<file path="config.mk">
export PLATFORM = sky130hd
export DESIGN_NAME = mem_arbiter
export DESIGN_NICKNAME = d
export VERILOG_FILES = /design/src/rtl/mem_arbiter.sv
export SDC_FILE = /design/constraint.sdc
export NUM_CORES = 1
export LEC_CHECK = 0
export CORE_ASPECT_RATIO = 1.5
export CORE_MARGIN = 2
export CORE_UTILIZATION = 37
export CTS_BUF_LIST = sky130_fd_sc_hd__clkbuf_16
export DETAILED_ROUTE_END_ITERATION = 7
export PLACE_DENSITY = 0.82
export SETUP_SLACK_MARGIN = 0.05
export SLEW_MARGIN = 20
export SYNTH_ARGS = -nofsm -noshare
export SYNTH_HDL_FRONTEND = slang
export SYNTH_SLANG_ARGS = --single-unit
</file>
<file path="constraint.sdc">
create_clock -name clk -period 3.1 [get_ports clk]
set_input_delay 0.62 -clock clk [delete_from_list [all_inputs] [get_ports clk]]
set_output_delay 0.62 -clock clk [all_outputs]
set_load 0.005 [all_outputs]
</file>
<file path="src/rtl/mem_arbiter.sv">
// mem_arbiter -- shares one RAM port between two requesters.
//
// Device 0 is instruction fetch, device 1 is the load/store data path. Whole
// transactions are serialised: a winner is picked in IDLE, its request is
// registered onto the RAM port, and the arbiter stays BUSY until the RAM
// acknowledges (or the watchdog gives up). Every transaction is followed by
// at least one IDLE cycle.
//
// Build option:
//   MEM_ARB_ROUND_ROBIN_EN  defined   -> ties go to the device that did not
//                                        complete the previous transaction
//                           undefined -> fixed priority, device 1 wins ties
//
// Ports:
//   clk, reset                 clock, synchronous active-high reset
//   device_N_mem_en/addr/di/we request from device N (held until acked)
//   device_N_do_ack            one-cycle completion pulse to device N
//   mem_do                     read data (valid with a device ack)
//   ram_mem_en/addr/di/we      registered request to the RAM controller
//   ram_burst_en               always 0
//   ram_do_ack, ram_do         RAM completion and read data
//   grant                      one-hot current owner, 00 when idle
//   timeout_err                one-cycle pulse when the watchdog aborts
//
// States:
//   IDLE | no transaction outstanding; arbitrate on any request
//   BUSY | RAM request issued; waiting for ram_do_ack or watchdog expiry

module mem_arbiter #(
    parameter int ADDR_W      = 32,
    parameter int DATA_W      = 32,
    parameter int ACK_TIMEOUT = 1023
) (
    input  logic              clk,
    input  logic              reset,

    input  logic              device_0_mem_en,
    input  logic [ADDR_W-1:0] device_0_mem_addr,
    input  logic [DATA_W-1:0] device_0_mem_di,
    input  logic              device_0_mem_we,
    output logic              device_0_do_ack,

    input  logic              device_1_mem_en,
    input  logic [ADDR_W-1:0] device_1_mem_addr,
    input  logic [DATA_W-1:0] device_1_mem_di,
    input  logic              device_1_mem_we,
    output logic              device_1_do_ack,

    output logic [DATA_W-1:0] mem_do,

    output logic              ram_mem_en,
    output logic [ADDR_W-1:0] ram_mem_addr,
    output logic [DATA_W-1:0] ram_mem_di,
    output logic              ram_mem_we,
    output logic              ram_burst_en,
    input  logic              ram_do_ack,
    input  logic [DATA_W-1:0] ram_do,

    output logic [1:0]        grant,
    output logic              timeout_err
);

    typedef enum logic {
        IDLE = 1'b0,
        BUSY = 1'b1
    } state_t;

    localparam logic [15:0] TIMEOUT_CNT = 16'(ACK_TIMEOUT);
    localparam bit          WD_EN       = (ACK_TIMEOUT != 0);

    state_t              state, state_nxt;
    logic [15:0]         wd_count, wd_count_nxt;
    logic                last_grant, last_grant_nxt;   // 1 = device 1
    logic [1:0]          grant_nxt;
    logic                ram_mem_en_nxt;
    logic [ADDR_W-1:0]   ram_mem_addr_nxt;
    logic [DATA_W-1:0]   ram_mem_di_nxt;
    logic                ram_mem_we_nxt;
    logic                timeout_err_nxt;
    logic                any_req;
    logic                pick_dev1;
    logic                ack_ok;
    logic                wd_expire;

    assign ram_burst_en = 1'b0;
    assign mem_do       = ram_do;
    assign any_req      = device_0_mem_en | device_1_mem_en;

    // Acks are only forwarded in BUSY; a reset in the ack cycle discards it.
    assign ack_ok          = (state == BUSY) && ram_do_ack && !reset;
    assign device_0_do_ack = ack_ok && grant[0];
    assign device_1_do_ack = ack_ok && grant[1];

    // Fires in the last permitted BUSY cycle so the abort lands after exactly
    // ACK_TIMEOUT cycles without an ack.
    assign wd_expire = WD_EN && ((wd_count + 16'd1) == TIMEOUT_CNT);

`ifdef MEM_ARB_ROUND_ROBIN_EN
    always_comb begin
        if (device_0_mem_en && device_1_mem_en) begin
            pick_dev1 = !last_grant;
        end else begin
            pick_dev1 = device_1_mem_en;
        end
    end
`else
    assign pick_dev1 = device_1_mem_en;
`endif

    always_comb begin
        state_nxt        = state;
        wd_count_nxt     = wd_count;
        last_grant_nxt   = last_grant;
        grant_nxt        = grant;
        ram_mem_en_nxt   = ram_mem_en;
        ram_mem_addr_nxt = ram_mem_addr;
        ram_mem_di_nxt   = ram_mem_di;
        ram_mem_we_nxt   = ram_mem_we;
        timeout_err_nxt  = 1'b0;

        case (state)
            IDLE: begin
                if (any_req) begin
                    state_nxt        = BUSY;
                    ram_mem_en_nxt   = 1'b1;
                    wd_count_nxt     = 16'd0;
                    grant_nxt        = pick_dev1 ? 2'b10 : 2'b01;
                    ram_mem_addr_nxt = pick_dev1 ? device_1_mem_addr : device_0_mem_addr;
                    ram_mem_di_nxt   = pick_dev1 ? device_1_mem_di   : device_0_mem_di;
                    ram_mem_we_nxt   = pick_dev1 ? device_1_mem_we   : device_0_mem_we;
                end
            end
            BUSY: begin
                if (ram_do_ack) begin
                    // Ack takes precedence over a simultaneous watchdog expiry.
                    state_nxt      = IDLE;
                    ram_mem_en_nxt = 1'b0;
                    grant_nxt      = 2'b00;
                    last_grant_nxt = grant[1];
                end else if (wd_expire) begin
                    state_nxt       = IDLE;
                    ram_mem_en_nxt  = 1'b0;
                    grant_nxt       = 2'b00;
                    timeout_err_nxt = 1'b1;
                end else begin
                    wd_count_nxt = wd_count + 16'd1;
                end
            end
            default: begin
                state_nxt = IDLE;
            end
        endcase
    end

    always_ff @(posedge clk) begin
        if (reset) begin
            state        <= IDLE;
            wd_count     <= 16'd0;
            last_grant   <= 1'b1;
            grant        <= 2'b00;
            ram_mem_en   <= 1'b0;
            ram_mem_addr <= '0;
            ram_mem_di   <= '0;
            ram_mem_we   <= 1'b0;
            timeout_err  <= 1'b0;
        end else begin
            state        <= state_nxt;
            wd_count     <= wd_count_nxt;
            last_grant   <= last_grant_nxt;
            grant        <= grant_nxt;
            ram_mem_en   <= ram_mem_en_nxt;
            ram_mem_addr <= ram_mem_addr_nxt;
            ram_mem_di   <= ram_mem_di_nxt;
            ram_mem_we   <= ram_mem_we_nxt;
            timeout_err  <= timeout_err_nxt;
        end
    end

endmodule

</file>
After elaboration in Yosys (flattened, before gate mapping)
Index checks and enable logic that the tools add are counted.

$add $sub $neg: 1. Equality and inequality tests: 5. Mux-type cells: 21. Bitwise operators: 2. Reductions and logical operators: 9.

Operator list (number): 32-bit two-way mux (2); 16-bit two-way mux (3); 16-bit one-hot mux with 2 select lines (1); 16-bit by 1-bit adder with 16-bit output (second input constant) (1); 16-bit by 10-bit equality test with 1-bit output (second input constant) (1); 1-bit two-way mux (8); 2-bit two-way mux (4); 2-bit != test (second input constant) (3); 1-bit logical AND (4); 1-bit one-hot mux with 2 select lines (2); 2-bit one-hot mux with 2 select lines (1); 2-bit AND reduction (2); 3-bit by 2-bit != test with 1-bit output (second input constant) (1); 3-bit AND reduction (1); 3-bit OR reduction (1); 1-bit zero test (1); 1-bit inverter (1); 1-bit OR (1).

Flip-flop bits (word level): 86. Input port bits: 167. Output and inout bits: 104. Word-level logic and storage cells: 46.

Logic depth before layout (Yosys ltp)
Word-level depth: 5. Gate-level depth with buffers: 8. Mapped depth without buffers: 8.

Least setup slack after synthesis
No wires, ideal clock.

Path type: reg2reg. From: register wd_count[0]. To: register wd_count[6]. Arrival: 2.285 ns. Required time: 3.012 ns. Slack: 0.727 ns. Cell stages (with the launch flop): 8. Path buffers: 0. Period minus slack after synthesis: 2.373 ns. Cell sequence: dfxtp_1 ha_1 nand3_1 or4_1 a222oi_1 and4_4 nor2_4 a311oi_2.

Cells in the longest elaborated chain, start to end: 4. Elaborated cells between the ends (all ways): 7.

Ends and longest elaborated chain: start: declaration (line 72) `logic [15:0] wd_count, wd_count_nxt;`; start signal: assignment (line 168) `wd_count <= wd_count_nxt;`; 16-bit by 1-bit adder with 16-bit output (*) (line 96, 146); 16-bit by 10-bit equality test with 1-bit output / 16-bit two-way mux (equally long branches) (line 96, 140); 2-bit != test (no line) / 16-bit two-way mux (equally long branches); 3-bit AND reduction (no line) / 16-bit one-hot mux with 2 select lines (equally long branches).

Mark *: on every way between the ends. The rest lies on a longest branch, timed or not. The select of a mux whose other input is x is not followed. A chain may end at the register's enable or synchronous reset.

Final worst setup path
From: register wd_count[0]. To: register wd_count[2].

Same word-level chain as after synthesis.

==> flow_summary.json <==
{
  "outcome": "completed",
  "seq_power_share_pct": 42.4,
  "slew-limit-headroom_pct": 38.8,
  "r2r_start": "wd_count[0]",
  "drc_errors": 0,
  "ctsRootBufferMaster": "clkbuf_16",
  "setup-tns-final_ns": 0,
  "dr.pass1.iters": 4,
  "fin_nets": 820,
  "reg2reg_setup_slack_ns": 0.38,
  "grt_pass1_vias": 4214,
  "initial_core_util_pct": 37.8,
  "leakagePower_uw": 0.00255,
  "period_minus_slack_ns": 2.72,
  "synthTopCellsByCount": "90 x nor2_1, 86 x dfxtp_1, 67 x mux2i_1",
  "clk_pin_slew_worst_paths_ns": 0.06,
  "die_w_um": 92.7,
  "period_share_pct": 87.8,
  "p_int_uw": 2220,
  "synth_warnings": 0,
  "synth.distinct_cells": 52,
  "grt_start_max_net_pins": 132,
  "synthArstFlopShare_pct": 0,
  "grt_overflow": 0,
  "power_switching_uw": 751,
  "via_per_inst": 5.28,
  "pwr_density_cell_nw_per_um2": 453,
  "ios": 271,
  "wirelength_mm": 13.1,
  "die_area_um2": 12700,
  "grt_pass1_wl_mm": 20.4,
  "synth_nets": 667,
  "gp_congestion": 0.968,
  "worst_slew_pin_slew_ns": 0.918,
  "rsz0062_at_grt": "no",
  "synth_edf_count": 0,
  "pwr-share-clk_pct": 34.9,
  "drive_gt1_share_pct": 4.89,
  "cp.arrival_ns": 2.91,
  "vdd_ir_drop_max_uv": 247,
  "synthTopCellsByArea": "dfxtp_1 39%, mux2i_1 15%, a211oi_1 11%",
  "synth_seq_area_share_pct": 39.4,
  "yosysTopAreaCell": "dfxtp_1",
  "switching_share_pct": 25.3,
  "cp-end-kind": "register",
  "post-synth-top-count-cell": "nor2_1",
  "startpoint": "wd_count[0]",
  "cp-start-kind": "register",
  "htreeDepth": 3,
  "hp-start": "ram_mem_addr[0]",
  "synth_ff_type": "dfxtp_1",
  "yosysTopAreaCellShare_pct": 39.4,
  "row_count": 48,
  "finClkSkew_ns": 0.00807,
  "track_usage_pct": 20.5,
  "dp_hpwl_mm": 10.1,
  "cap_viol_max_count": 0,
  "finalHoldViolations": 0,
  "worstSetupPathType": "register to register",
  "vias": 4253,
  "numCtsBuffers": 9,
  "antenna_cells": 0,
  "port-buffer-count": 205,
  "holdCritPathClass": "register to register",
  "clock.fmax_ghz": 0.368,
  "maxSlewViolCount": 0,
  "synth-seq-cells": 86,
  "cp.required_ns": 3.29,
  "core-area_um2": 11500,
  "ant_nets": 0,
  "avgSynthCellArea_um2": 8.76,
  "drtIter0Drc": 204,
  "die_h_um": 137,
  "wl_per_cell_um": 16.2,
  "synth_cells": 498,
  "crit_path_max_fanout": 9,
  "areaGrowthSynthToFinish_pct": 50.2,
  "grt_antenna_before_repair": 0,
  "setup_viol_count_final": 0,
  "clock_latency_ns": 0.33,
  "clkSinkCount": 86,
  "p_comb_share_pct": 22.8,
  "final_util_pct": 56.9,
  "cts_tree": "done",
  "clock_path_buffers": 2,
  "cts_hold_buf": 0,
  "syn_area_um2": 4360
}
## power by group through the flow
stage               clock network (uW)  registers [uW]  logic, uW
floorplan                            0            1280        294
global placement                     0            1280        665
detailed placement                   0            1280        681
CTS                               1060            1260        683
global route                      1100            1270        733
finish                            1040            1260        676
## per-stage QoR
| stage | worst slack, ns | total power (uW) | cell area (um2) | std cells | hold slack, ns |
|---|---|---|---|---|---|
| after floorplan | 0.727 | 1570 | 4360 | 498 | 0.480 |
| after global placement | 0.444 | 1940 | 6270 | 789 | 0.486 |
| after detailed placement | 0.342 | 1960 | 6270 | 789 | 0.492 |
| after CTS | 0.330 | 3000 | 6550 | 804 | 0.498 |
| after global routing | 0.142 | 3100 | 6560 | 805 | 0.511 |
| final | 0.379 | 2970 | 6560 | 805 | 0.496 |
## path summary, 6_finish.rpt
check | end | cells past startpoint
worst max-delay path | wd_count[2] | 8
worst min-delay path | ram_mem_addr[0] | 2
worst max register to register | wd_count[2] | 8
worst min register to register | ram_mem_addr[0] | 2
## sequential cells by signal (all words and copies together) (netlist names)
register,cells
grant,2
ram_mem_addr,32
ram_mem_di,32
ram_mem_en,1
ram_mem_we,1
state,1
timeout_err,1
wd_count,16
## routing by layer
layer / GRT usage, % / part of all wire (%) / vias up
met2: 36.5 / 52 / 222
met3: 4.35 / 6.4 / 57
met4: 12.0 / 5.3 / 0
li1: - / - / 2075
met5: 0 / 0 / -
met1: 22.3 / 36 / 1899
## logic make-up after synthesis
kind of cell | synth area share [%]
AND/OR/NAND/NOR | 16.7
AO/OA/AOI/OAI | 17.9
flip-flops | 39.4
buffers and inverters | 9.37
multiplexers | 15.6
adder cells (fa/ha/maj) | 0.573
other | 0.0859
XOR/XNOR | 0.201
## repair_timing
item,CTS,global route
endpoints found under the hold margin,0,0
endpoints found under the setup margin,0,12
setup buffers,0,1
gates resized for setup,0,0
## placed cells by master (no fill, tap or decap), drive strengths merged, types with 2 or more instances in the layout
master	netlist	routed
nand4	5	5
a31oi	3	3
nand3	4	4
nor4	2	2
nand2	25	25
clkdlybuf4s50	0	203
nor2b	2	2
a311oi	3	3
o21ai	11	11
buf	40	8
nor3	8	8
and4	3	3
or3	4	4
nand2b	2	2
inv	6	8
ha	2	2
and2	2	2
clkinv	0	3
nor2	91	91
a21oi	10	10
and3	2	2
clkbuf	29	9
dfxtp	86	86
or4	5	5
a211oi	66	66
mux2i	67	67
## critical path, stage by stage, from the launching register on
cell and delay, ns:
dfxtp_1 0.48, ha_1 0.29, nand3_1 0.23, or4_1 0.51, a222oi_1 0.24, buf_4 0.19, a41oi_2 0.29, a22oi_1 0.28
nor2_1 0.06
## area by class of cell
type	instances	area, um2
flip-flops and latches	86	1720
well taps	150	188
fillers	1043	4970
repair buffers	211	2100
inverters	6	22.5
multi-input cells	337	2240
clock buffers	9	225
clock inverters	6	56.3
Note: power is estimated with default switching activity, not from simulation.
